[src/rtl/dds_fcw_ctrl_if.sv]
// Correction handshake between the Costas loop filter and the FCW sequencer.
//   corr_valid : loop filter has a correction on corr_data
//   corr_ready : sequencer accepts the correction (transfer on valid & ready)
//   corr_data  : signed two's-complement FCW correction
// master = loop filter side, slave = sequencer side.
interface dds_fcw_ctrl_if;
  logic        corr_valid;
  logic        corr_ready;
  logic [23:0] corr_data;

  modport master (
    output corr_valid,
    output corr_data,
    input  corr_ready
  );

  modport slave (
    input  corr_valid,
    input  corr_data,
    output corr_ready
  );
endinterface

[src/rtl/dds_fcw_ctrl.sv]
// Frequency-control-word sequencer for the square-wave DDS of the Costas loop.
// Sweeps the FCW around CENTER_FCW until the lock detector reports a stable lock, then
// tracks using signed loop-filter corrections; drops back to sweeping on sustained loss
// of lock. freeze holds the FCW, en=0 parks the DDS in reset at the centre frequency.
// Ports:
//   clk        : system clock
//   rst        : synchronous reset, active low
//   en         : enable, 0 forces IDLE
//   corr       : correction handshake (slave side)
//   lock_ind   : lock detector output
//   freeze     : hold FCW, ignore corrections and lock loss
//   phaseincr  : FCW to the DDS (CENTER_FCW + offset)
//   dds_rst    : active-high DDS reset
//   fcw_update : one-cycle pulse in the first cycle phaseincr shows a new value
//   locked     : high in TRACK/HOLD
//   state      : 0 IDLE, 1 SWEEP, 2 TRACK, 3 HOLD
// All outputs are registered.
module dds_fcw_ctrl #(
  parameter int unsigned CENTER_FCW   = 919123001,
  parameter int unsigned SWEEP_SPAN   = 4194304,
  parameter int unsigned SWEEP_STEP   = 262144,
  parameter int unsigned DWELL_CYCLES = 4096,
  parameter int unsigned MAX_DEV      = 8388608,
  parameter int unsigned LOCK_CNT     = 64,
  parameter int unsigned UNLOCK_CNT   = 256
) (
  input  logic                 clk,
  input  logic                 rst,
  input  logic                 en,
  dds_fcw_ctrl_if.slave        corr,
  input  logic                 lock_ind,
  input  logic                 freeze,
  output logic [31:0]          phaseincr,
  output logic                 dds_rst,
  output logic                 fcw_update,
  output logic                 locked,
  output logic [1:0]           state
);

  typedef enum logic [1:0] {
    StIdle  = 2'd0,
    StSweep = 2'd1,
    StTrack = 2'd2,
    StHold  = 2'd3
  } state_e;

  localparam int unsigned DwellW  = $clog2(DWELL_CYCLES + 1);
  localparam int unsigned LockW   = $clog2(LOCK_CNT + 1);
  localparam int unsigned UnlockW = $clog2(UNLOCK_CNT + 1);

  localparam logic [DwellW-1:0]  DwellLast = DwellW'(DWELL_CYCLES - 1);
  localparam logic [LockW-1:0]   LockMax   = LockW'(LOCK_CNT);
  localparam logic [UnlockW-1:0] UnlockMax = UnlockW'(UNLOCK_CNT);

  localparam logic signed [33:0] SpanS      = 34'(SWEEP_SPAN);
  localparam logic signed [33:0] NegSpanS   = -SpanS;
  localparam logic signed [33:0] StepS      = 34'(SWEEP_STEP);
  localparam logic signed [33:0] MaxDevS    = 34'(MAX_DEV);
  localparam logic signed [33:0] NegMaxDevS = -MaxDevS;

  state_e                state_q, state_d;
  logic signed [33:0]    offset_q, offset_d;
  logic [DwellW-1:0]     dwell_q, dwell_d;
  logic [LockW-1:0]      lock_q, lock_d;
  logic [UnlockW-1:0]    unlock_q, unlock_d;
  logic [31:0]           phaseincr_q, phaseincr_d;
  logic                  dds_rst_q, dds_rst_d;
  logic                  fcw_update_q, fcw_update_d;
  logic                  locked_q, locked_d;
  logic                  corr_ready_q, corr_ready_d;

  logic [LockW-1:0]      lock_inc;
  logic [UnlockW-1:0]    unlock_inc;
  logic signed [33:0]    step_sum;
  logic signed [33:0]    corr_sum;
  logic                  corr_accept;

  always_comb begin
    lock_inc    = (lock_q == LockMax) ? lock_q : lock_q + 1'b1;
    unlock_inc  = (unlock_q == UnlockMax) ? unlock_q : unlock_q + 1'b1;
    step_sum    = offset_q + StepS;
    corr_sum    = offset_q + {{10{corr.corr_data[23]}}, corr.corr_data};
    corr_accept = corr.corr_valid & corr_ready_q;

    state_d  = state_q;
    offset_d = offset_q;
    dwell_d  = dwell_q;
    lock_d   = lock_q;
    unlock_d = unlock_q;

    if (!en) begin
      state_d  = StIdle;
      offset_d = '0;
      dwell_d  = '0;
      lock_d   = '0;
      unlock_d = '0;
    end else begin
      unique case (state_q)
        StIdle: begin
          state_d  = StSweep;
          offset_d = NegSpanS;
          dwell_d  = '0;
          lock_d   = '0;
          unlock_d = '0;
        end
        StSweep: begin
          lock_d = lock_ind ? lock_inc : '0;
          if (lock_ind && (lock_inc == LockMax)) begin
            // Lock wins over a coincident dwell step: offset stays where lock was found.
            state_d  = StTrack;
            dwell_d  = '0;
            lock_d   = '0;
            unlock_d = '0;
          end else if (dwell_q == DwellLast) begin
            dwell_d  = '0;
            offset_d = (step_sum > SpanS) ? NegSpanS : step_sum;
          end else begin
            dwell_d = dwell_q + 1'b1;
          end
        end
        StTrack: begin
          if (freeze) begin
            // Freeze outranks unlock; a correction taken in this last ready cycle is dropped.
            state_d = StHold;
          end else begin
            unlock_d = lock_ind ? '0 : unlock_inc;
            if (!lock_ind && (unlock_inc == UnlockMax)) begin
              state_d  = StSweep;
              offset_d = NegSpanS;
              dwell_d  = '0;
              lock_d   = '0;
              unlock_d = '0;
            end else if (corr_accept) begin
              if (corr_sum > MaxDevS) begin
                offset_d = MaxDevS;
              end else if (corr_sum < NegMaxDevS) begin
                offset_d = NegMaxDevS;
              end else begin
                offset_d = corr_sum;
              end
            end
          end
        end
        StHold: begin
          if (!freeze) begin
            state_d  = StTrack;
            unlock_d = '0;
          end
        end
        default: state_d = StIdle;
      endcase
    end

    // Outputs are registered from the next state so they line up with state_q.
    phaseincr_d  = CENTER_FCW + offset_d[31:0];
    fcw_update_d = (phaseincr_d != phaseincr_q);
    dds_rst_d    = (state_d == StIdle);
    locked_d     = (state_d == StTrack) || (state_d == StHold);
    corr_ready_d = (state_d == StTrack);
  end

  always_ff @(posedge clk) begin
    if (!rst) begin
      state_q      <= StIdle;
      offset_q     <= '0;
      dwell_q      <= '0;
      lock_q       <= '0;
      unlock_q     <= '0;
      phaseincr_q  <= CENTER_FCW;
      dds_rst_q    <= 1'b1;
      fcw_update_q <= 1'b0;
      locked_q     <= 1'b0;
      corr_ready_q <= 1'b0;
    end else begin
      state_q      <= state_d;
      offset_q     <= offset_d;
      dwell_q      <= dwell_d;
      lock_q       <= lock_d;
      unlock_q     <= unlock_d;
      phaseincr_q  <= phaseincr_d;
      dds_rst_q    <= dds_rst_d;
      fcw_update_q <= fcw_update_d;
      locked_q     <= locked_d;
      corr_ready_q <= corr_ready_d;
    end
  end

  assign corr.corr_ready = corr_ready_q;
  assign phaseincr       = phaseincr_q;
  assign dds_rst         = dds_rst_q;
  assign fcw_update      = fcw_update_q;
  assign locked          = locked_q;
  assign state           = state_q;

endmodule

[src/flat_wrapper.sv]
// flat-port wrapper written by rule: the top's interface ports become plain ports
module dds_fcw_ctrl_flat 
#(
  parameter int unsigned CENTER_FCW   = 919123001,
  parameter int unsigned SWEEP_SPAN   = 4194304,
  parameter int unsigned SWEEP_STEP   = 262144,
  parameter int unsigned DWELL_CYCLES = 4096,
  parameter int unsigned MAX_DEV      = 8388608,
  parameter int unsigned LOCK_CNT     = 64,
  parameter int unsigned UNLOCK_CNT   = 256
)
  (clk, rst, en, lock_ind, freeze, phaseincr, dds_rst, fcw_update, locked, state, corr_corr_valid, corr_corr_data, corr_corr_ready);
  dds_fcw_ctrl_if corr_i ();
  input  logic clk;
  input  logic rst;
  input  logic en;
  input  logic lock_ind;
  input  logic freeze;
  output logic [31:0] phaseincr;
  output logic dds_rst;
  output logic fcw_update;
  output logic locked;
  output logic [1:0] state;
  input wire logic [$bits(corr_i.corr_valid)-1:0] corr_corr_valid;
  input wire logic [$bits(corr_i.corr_data)-1:0] corr_corr_data;
  output wire logic [$bits(corr_i.corr_ready)-1:0] corr_corr_ready;
  assign corr_i.corr_valid = corr_corr_valid;
  assign corr_i.corr_data = corr_corr_data;
  assign corr_corr_ready = corr_i.corr_ready;
  dds_fcw_ctrl #(.CENTER_FCW(CENTER_FCW), .SWEEP_SPAN(SWEEP_SPAN), .SWEEP_STEP(SWEEP_STEP), .DWELL_CYCLES(DWELL_CYCLES), .MAX_DEV(MAX_DEV), .LOCK_CNT(LOCK_CNT), .UNLOCK_CNT(UNLOCK_CNT)) u_core (.clk(clk), .rst(rst), .en(en), .corr(corr_i), .lock_ind(lock_ind), .freeze(freeze), .phaseincr(phaseincr), .dds_rst(dds_rst), .fcw_update(fcw_update), .locked(locked), .state(state));
endmodule
[config.mk]
export PLATFORM = sky130hd
export DESIGN_NAME = dds_fcw_ctrl_flat
export DESIGN_NICKNAME = d
export VERILOG_FILES = /design/src/rtl/dds_fcw_ctrl_if.sv /design/src/rtl/dds_fcw_ctrl.sv /design/src/flat_wrapper.sv
export SDC_FILE = /design/constraint.sdc
export NUM_CORES = 1
export LEC_CHECK = 0
export CAP_MARGIN = 20
export CORE_MARGIN = 8
export CORE_UTILIZATION = 61
export CTS_CLUSTER_SIZE = 25
export DETAILED_ROUTE_END_ITERATION = 6
export GPL_ROUTABILITY_DRIVEN = 0
export PLACE_DENSITY = 0.88
export RECOVER_POWER = 25
export SKIP_LAST_GASP = 1
export SLEW_MARGIN = 20
export SYNTH_ARGS = -nofsm -noshare
export SYNTH_HDL_FRONTEND = slang
export SYNTH_SLANG_ARGS = --single-unit
[constraint.sdc]
create_clock -name clk -period 28.4 [get_ports clk]
set_input_delay 8.52 -clock clk [delete_from_list [all_inputs] [get_ports clk]]
set_output_delay 8.52 -clock clk [all_outputs]
set_load 0.05 [all_outputs]
==> results of run 1 <==
-- synth_stat cells (9+ instances only) --
master	number	area (µm²)
o21a_1	16	120.1
nor4_1	20	125.1
o21ai_1	10	50.05
nand4_1	25	156.4
o31a_1	11	96.34
a21oi_1	110	550.5
buf_2	15	75.07
xnor2_1	55	481.7
nand3_1	66	330.3
a211oi_1	13	97.59
nor3_1	55	275.3
or4_1	15	112.6
nor2_1	160	600.6
and4_1	13	113.9
and3_1	26	162.7
a21o_1	24	180.2
a31oi_1	22	137.6
o311ai_0	9	78.83
xor2_1	24	210.2
a211o_1	9	78.83
a31o_2	9	78.83
nand2_1	128	480.5
nand2b_1	14	87.58
or3_1	27	168.9
and2_1	22	137.6
inv_1	40	150.1
ha_1	42	525.5
dfxtp_1	101	2022
o31ai_1	13	97.59
a22o_1	9	78.83
o211ai_1	18	135.1
clkbuf_1	61	229.0
o21ai_0	85	425.4
-- logic make-up (layout without fill, tap and decap cells) --
logic type / after synthesis / in the layout / synth area share
compound gates: 476 / 476 / 0.3167
xor+xnor: 83 / 83 / 0.07474
fa+ha+maj: 43 / 43 / 0.05205
buf+inv: 125 / 136 / 0.04931
flops: 101 / 101 / 0.1929
mux: 9 / 9 / 0.008954
simple gates: 624 / 624 / 0.3053
-- per-layer routing --
metal,track usage,part of all wire
met2,0.4924,0.45
met1,0.3782,0.37
met3,0.06982,0.12
met5,0,0.00029
met4,0.1851,0.060
-- final cells by class --
class | count | share of cell area
Multi-Input combinational cell | 1235 | 0.6936
Sequential cell | 101 | 0.1762
Timing Repair Buffer | 80 | 0.06660
Tap cell | 225 | 0.02453
Clock buffer | 9 | 0.01962
Inverter | 40 | 0.01308
Clock inverter | 7 | 0.006431
-- worst max path at each step --
stage / startpoint / endpoint
after floorplan: corr_corr_data[12] / u_core.fcw_update
after global placement: corr_corr_data[23] / u_core.fcw_update
after detailed placement: corr_corr_data[23] / u_core.fcw_update
after CTS: corr_corr_data[23] / u_core.fcw_update
after global routing: corr_corr_data[23] / u_core.fcw_update
final: corr_corr_data[23] / u_core.fcw_update
-- through the flow --
step	cells	setup WS (ps)	area (µm²)	utilization	hold WS, ps
after floorplan	1461	13240	10480	-	425.1
after global placement	1681	12310	11180	0.6553	433.3
after detailed placement	1681	12020	11180	0.6553	439.2
after CTS	1697	12400	11480	0.6728	452.2
after global routing	1697	11620	11480	0.6730	470.7
final	1697	12120	11480	0.6730	453.5
-- flip-flops by register name (all words and copies together) (netlist names) --
| name | cells |
|---|---|
| u_core.phaseincr | 32 |
| u_core.state | 2 |
| u_core.unlock_q | 9 |
| u_core.offset_q | 34 |
| u_core.locked | 1 |
| u_core.dds_rst | 1 |
| u_core.lock_q | 7 |
| u_core.corr.corr_ready | 1 |
| u_core.dwell_q | 13 |
| u_core.fcw_update | 1 |
-- power groups by stage --
stage                     logic (µW)  clock network, µW  registers, µW
after floorplan                 64.5                  0            156
after global placement          93.3                  0            153
after detailed placement        95.4                  0            153
after CTS                       95.9                129            149
after global routing             105                136            150
final                           99.5                130            150
-- worst min-delay path, cell delays in order (launching register included) --
cell	delay [ps]
dfxtp_1	320
nand3_1	60
a21oi_1	30
==> flow_metrics.env, run 1 <==
export IMPL_total_power_uw=379.1
export IMPL_path_max_fanout=15
export IMPL_synth_ff_type="dfxtp_1"
export IMPL_fp_dieArea_um2=21630
export IMPL_cpPeakStageDelay_ps=630
export IMPL_crit_cells=29
export IMPL_fillers=1467
export IMPL_coreArea_um2=17060
export IMPL_final_layout_size_suffix_gt1_frac=0.05707
export IMPL_cts_root_buf="clkbuf_16"
export IMPL_postCtsSetupRepairBufs=0
export IMPL_clock_fmax_mhz=61.44
export IMPL_cp_required_ps=28650
export IMPL_drt_pass1_iterations=7
export IMPL_start_util=0.6144
export IMPL_r2r_cells=28
export IMPL_holdPathEnd="u_core.dwell_q[12]"
export IMPL_leakage_uw=0.004233
export IMPL_rsz0062_at_grt="no"
export IMPL_tns_ps=0
export IMPL_drc_errors=1
export IMPL_cts_tree="built"
export IMPL_yosysWarnings=0
export IMPL_p_int_uw=242.1
export IMPL_async_reset_ff_frac=0
export IMPL_cts_sinks=101
export IMPL_holdCritStartpoint="u_core.dwell_q[12]"
export IMPL_vias=12243
export IMPL_regToRegSetupSlack_ps=20290
export IMPL_viasPerCell=7.214
export IMPL_clkTransAtPathRegs_ps=80
export IMPL_pwr_share_seq=0.395
export IMPL_gr_total_overflow=0
export IMPL_die_h_um=147.1
export IMPL_holdPathStages=2
export IMPL_multi_input_area_um2=7961
export IMPL_layout_common_cells="nor2_1, nand2_1, a21oi_1"
export IMPL_fin_crit_sh=0.5731
export IMPL_rr_startpoint="u_core.offset_q[8]"
export IMPL_drv_slew=34
export IMPL_hp_class="flip-flop to flip-flop"
export IMPL_grt_use_total=0.3105
export IMPL_seq_area_frac_synth=0.1929
export IMPL_nNetsFinal=1540
export IMPL_finalClockSkew_ps=10.21
export IMPL_ant_nets=0
export IMPL_cp_end_kind="flip-flop"
export IMPL_clockBufferDepth=2
export IMPL_vdd_drop_max_uv=35.68
export IMPL_regArea_um2=2022
export IMPL_worstPathArrival_ps=16520
export IMPL_synthCells=1461
export IMPL_clock_latency_ps=370
export IMPL_diodes=0
export IMPL_cp_start_kind="input pin"
export IMPL_path_delay_family="simple AND/OR/NAND/NOR gates"
export IMPL_slew_headroom=-0.08047
export IMPL_netSwitchingFraction=0.3613
export IMPL_yosys_cell_types_count=103
export IMPL_status="complete, but fails checks"
export IMPL_dpl_hpwl_um=25900
export IMPL_power_frac_comb=0.262
export IMPL_switching_power_uw=137.0
export IMPL_ys_seq_elements=101
export IMPL_ios=68
export IMPL_slowest_stage="clkdlybuf4s50_1"
export IMPL_area_delta_synth_final_pct=9.527
export IMPL_r2r_end="u_core.fcw_update"
export IMPL_power_density_nw_per_um2=33.03
export IMPL_synth_edff_count=0
export IMPL_syn_avg_cell_area_um2=7.173
export IMPL_tightest_slew_ps=1621
export IMPL_grt_pass1_wl_um=56290
export IMPL_fin_crit_ps=16280
export IMPL_pwr_share_clk=0.343
export IMPL_failed_checks="DRC, capacitance limit, slew limit"
export IMPL_finalSetupViolations=0
export IMPL_synthesis_nets=1534
export IMPL_ctsHoldBuffers=0
export IMPL_cp_num_buf_inv=5
export IMPL_synth_area_um2=10480
export IMPL_port_buffers=67
export IMPL_drt_wl_total_um=35000
export IMPL_hold_viol=0
export IMPL_grt_pass1_vias=11251
export IMPL_first_iter_violations=2028
export IMPL_num_rows=48
export IMPL_final_common_cell="nor2_1"
export IMPL_path_class="input pin to flip-flop"
export IMPL_die_w_um=147.1
export IMPL_cts_resized=0
export IMPL_antenna_found_initial=1
export IMPL_cts_made_buffers=9
export IMPL_grt_start_max_net_pins=42
export IMPL_wl_per_cell_um=20.63
export IMPL_maxCapViolCount=1
export IMPL_h_tree_depth=3
Power figures use the tool's default switching activity.
==> run 2, diff against run 1 <==
Settings changed: CORE_UTILIZATION 61 to 56, PLACE_DENSITY 0.88 to 0.85.
Clock period 28.4 ns to 13.2 ns, I/O delays scaled along.
==> run 2 against run 1 <==
  * The run ends with capacitance limit, slew limit left
  * Register-to-register slack worse by 15000 ps
  * Worst hold slack better by 9.6 ps
  * Critical path depth is 1 higher
  * Count of clock-buffer cells in the layout up 2
  * Final cell count grew 0.65%
  * Sequential power grew 110%
  * Utilization is 4.9 points lower
  * Non-clock buffer count is 2 higher
  * Flip-flop and latch count did not move
  * Clock power grew 140%
  * Die area increased by 7.9%
  * Global-route usage down 2.1 points
==> flow_metrics.env, run 2 (synthesis results as in run 1) <==
export IMPL_die_w_um=152.8
export IMPL_grt_pass1_vias=11180
export IMPL_wl_per_cell_um=20.38
export IMPL_r2r_end="u_core.fcw_update"
export IMPL_cts_made_buffers=9
export IMPL_ant_nets=0
export IMPL_power_density_nw_per_um2=73.80
export IMPL_fin_crit_sh=0.8832
export IMPL_r2r_cells=29
export IMPL_vdd_drop_max_uv=77.18
export IMPL_slowest_stage="nor2_1"
export IMPL_cp_required_ps=13430
export IMPL_drt_pass1_iterations=7
export IMPL_slew_headroom=-0.08043
export IMPL_cts_sinks=101
export IMPL_crit_start="corr_corr_data[16]"
export IMPL_largest_reg_flops=34
export IMPL_fin_crit_ps=11660
export IMPL_tns_ps=0
export IMPL_drc_errors=0
export IMPL_die_h_um=152.8
export IMPL_cts_tree="built"
export IMPL_diodes=0
export IMPL_finalClockSkew_ps=8.423
export IMPL_placed_cells=1691
export IMPL_pre_cts_ws_ps=1452
export IMPL_cp_end_kind="flip-flop"
export IMPL_gr_total_overflow=0
export IMPL_holdWs_ps=463.1
export IMPL_coreArea_um2=18520
export IMPL_clkTransAtPathRegs_ps=70
export IMPL_path_class="input pin to flip-flop"
export IMPL_grt_pass1_wl_um=56800
export IMPL_total_power_uw=852.3
export IMPL_regToRegSetupSlack_ps=5120
export IMPL_failed_checks="capacitance limit, slew limit"
export IMPL_viasPerCell=7.089
export IMPL_first_iter_violations=1793
export IMPL_drv_slew=34
export IMPL_dpl_hpwl_um=25830
export IMPL_fp_dieArea_um2=23350
export IMPL_clock_latency_ps=360
export IMPL_grt_start_max_net_pins=34
export IMPL_hp_class="flip-flop to flip-flop"
export IMPL_port_buffers=67
export IMPL_ctsHoldBuffers=0
export IMPL_clockBufferDepth=2
export IMPL_postCtsSetupRepairBufs=0
export IMPL_drt_wl_total_um=34800
export IMPL_antenna_found_initial=0
export IMPL_nNetsFinal=1542
export IMPL_ios=68
export IMPL_num_rows=50
export IMPL_vias=12108
export IMPL_hold_viol=0
export IMPL_final_common_cell="nor2_1"
export IMPL_grt_use_total=0.2900
export IMPL_cp_start_kind="input pin"
export IMPL_path_max_fanout=15
export IMPL_regMostFlops="u_core.offset_q"
export IMPL_start_util=0.5659
export IMPL_cts_root_buf="clkbuf_16"
export IMPL_maxCapViolCount=1
export IMPL_worst_slack_ps=1542
export IMPL_worstPathArrival_ps=11890
export IMPL_status="complete, but fails checks"
export IMPL_cts_resized=0
export IMPL_rr_startpoint="u_core.offset_q[16]"
export IMPL_clock_fmax_mhz=85.78
export IMPL_layout_common_cells="nor2_1, nand2_1, a21oi_1"
export IMPL_cpPeakStageDelay_ps=570
export IMPL_leakage_uw=0.004254
export IMPL_finalSetupViolations=0
export IMPL_tightest_slew_ps=1621
export IMPL_rsz0062_at_grt="no"
export IMPL_h_tree_depth=3
export IMPL_final_cells=1708
export IMPL_area_delta_synth_final_pct=10.20
export IMPL_final_layout_size_suffix_gt1_frac=0.05699
export IMPL_crit_end="u_core.fcw_update"
==> run 2: where the power goes <==
part | internal, µW | switching, µW | total, µW
Sequential | 311 | 11.3 | 322
Clock | 191 | 126 | 317
Combinational | 75.9 | 137 | 213
==> run 2: layout make-up <==
type	count	area, µm²
inverter	40	150.1
fill	1632	6969
timing repair buffer	82	773.2
tap	234	292.8
sequential	101	2022
clock inverter	5	106.4
multi-input combinational	1235	7961
clock buffer	11	242.7
==> run 2: per-stage QoR <==
| stage | instance area [µm²] | utilization |
|---|---|---|
| floorplan | 10480 | - |
| global placement | 11200 | 0.6046 |
| detailed placement | 11200 | 0.6046 |
| CTS | 11540 | 0.6234 |
| global route | 11550 | 0.6236 |
| finish | 11550 | 0.6236 |
==> run 2: metal layers <==
metal,global-route usage,vias to the layer above,part of all wire
met5,0,-,0
met4,0.1447,0,0.053
met3,0.07260,202,0.11
met2,0.4702,863,0.45
met1,0.3515,5487,0.39
li1,-,5556,-
==> run 2: worst min-delay path by stage <==
stage	from	to	depth (start not counted)
after global placement	u_core.dwell_q[12]	u_core.dwell_q[12]	2
final	u_core.dwell_q[12]	u_core.dwell_q[12]	2
after CTS	u_core.dwell_q[12]	u_core.dwell_q[12]	2
after global routing	u_core.dwell_q[12]	u_core.dwell_q[12]	2
after detailed placement	u_core.dwell_q[12]	u_core.dwell_q[12]	2
after floorplan	u_core.dwell_q[12]	u_core.dwell_q[12]	2
==> run 2: critical path, delay by kind of cell <==
kind	cells	cell delay (ps)
compound gates	8	1650
xor+xnor	2	530
fa+ha+maj	3	1130
buf+inv	5	960
simple gates	12	3630
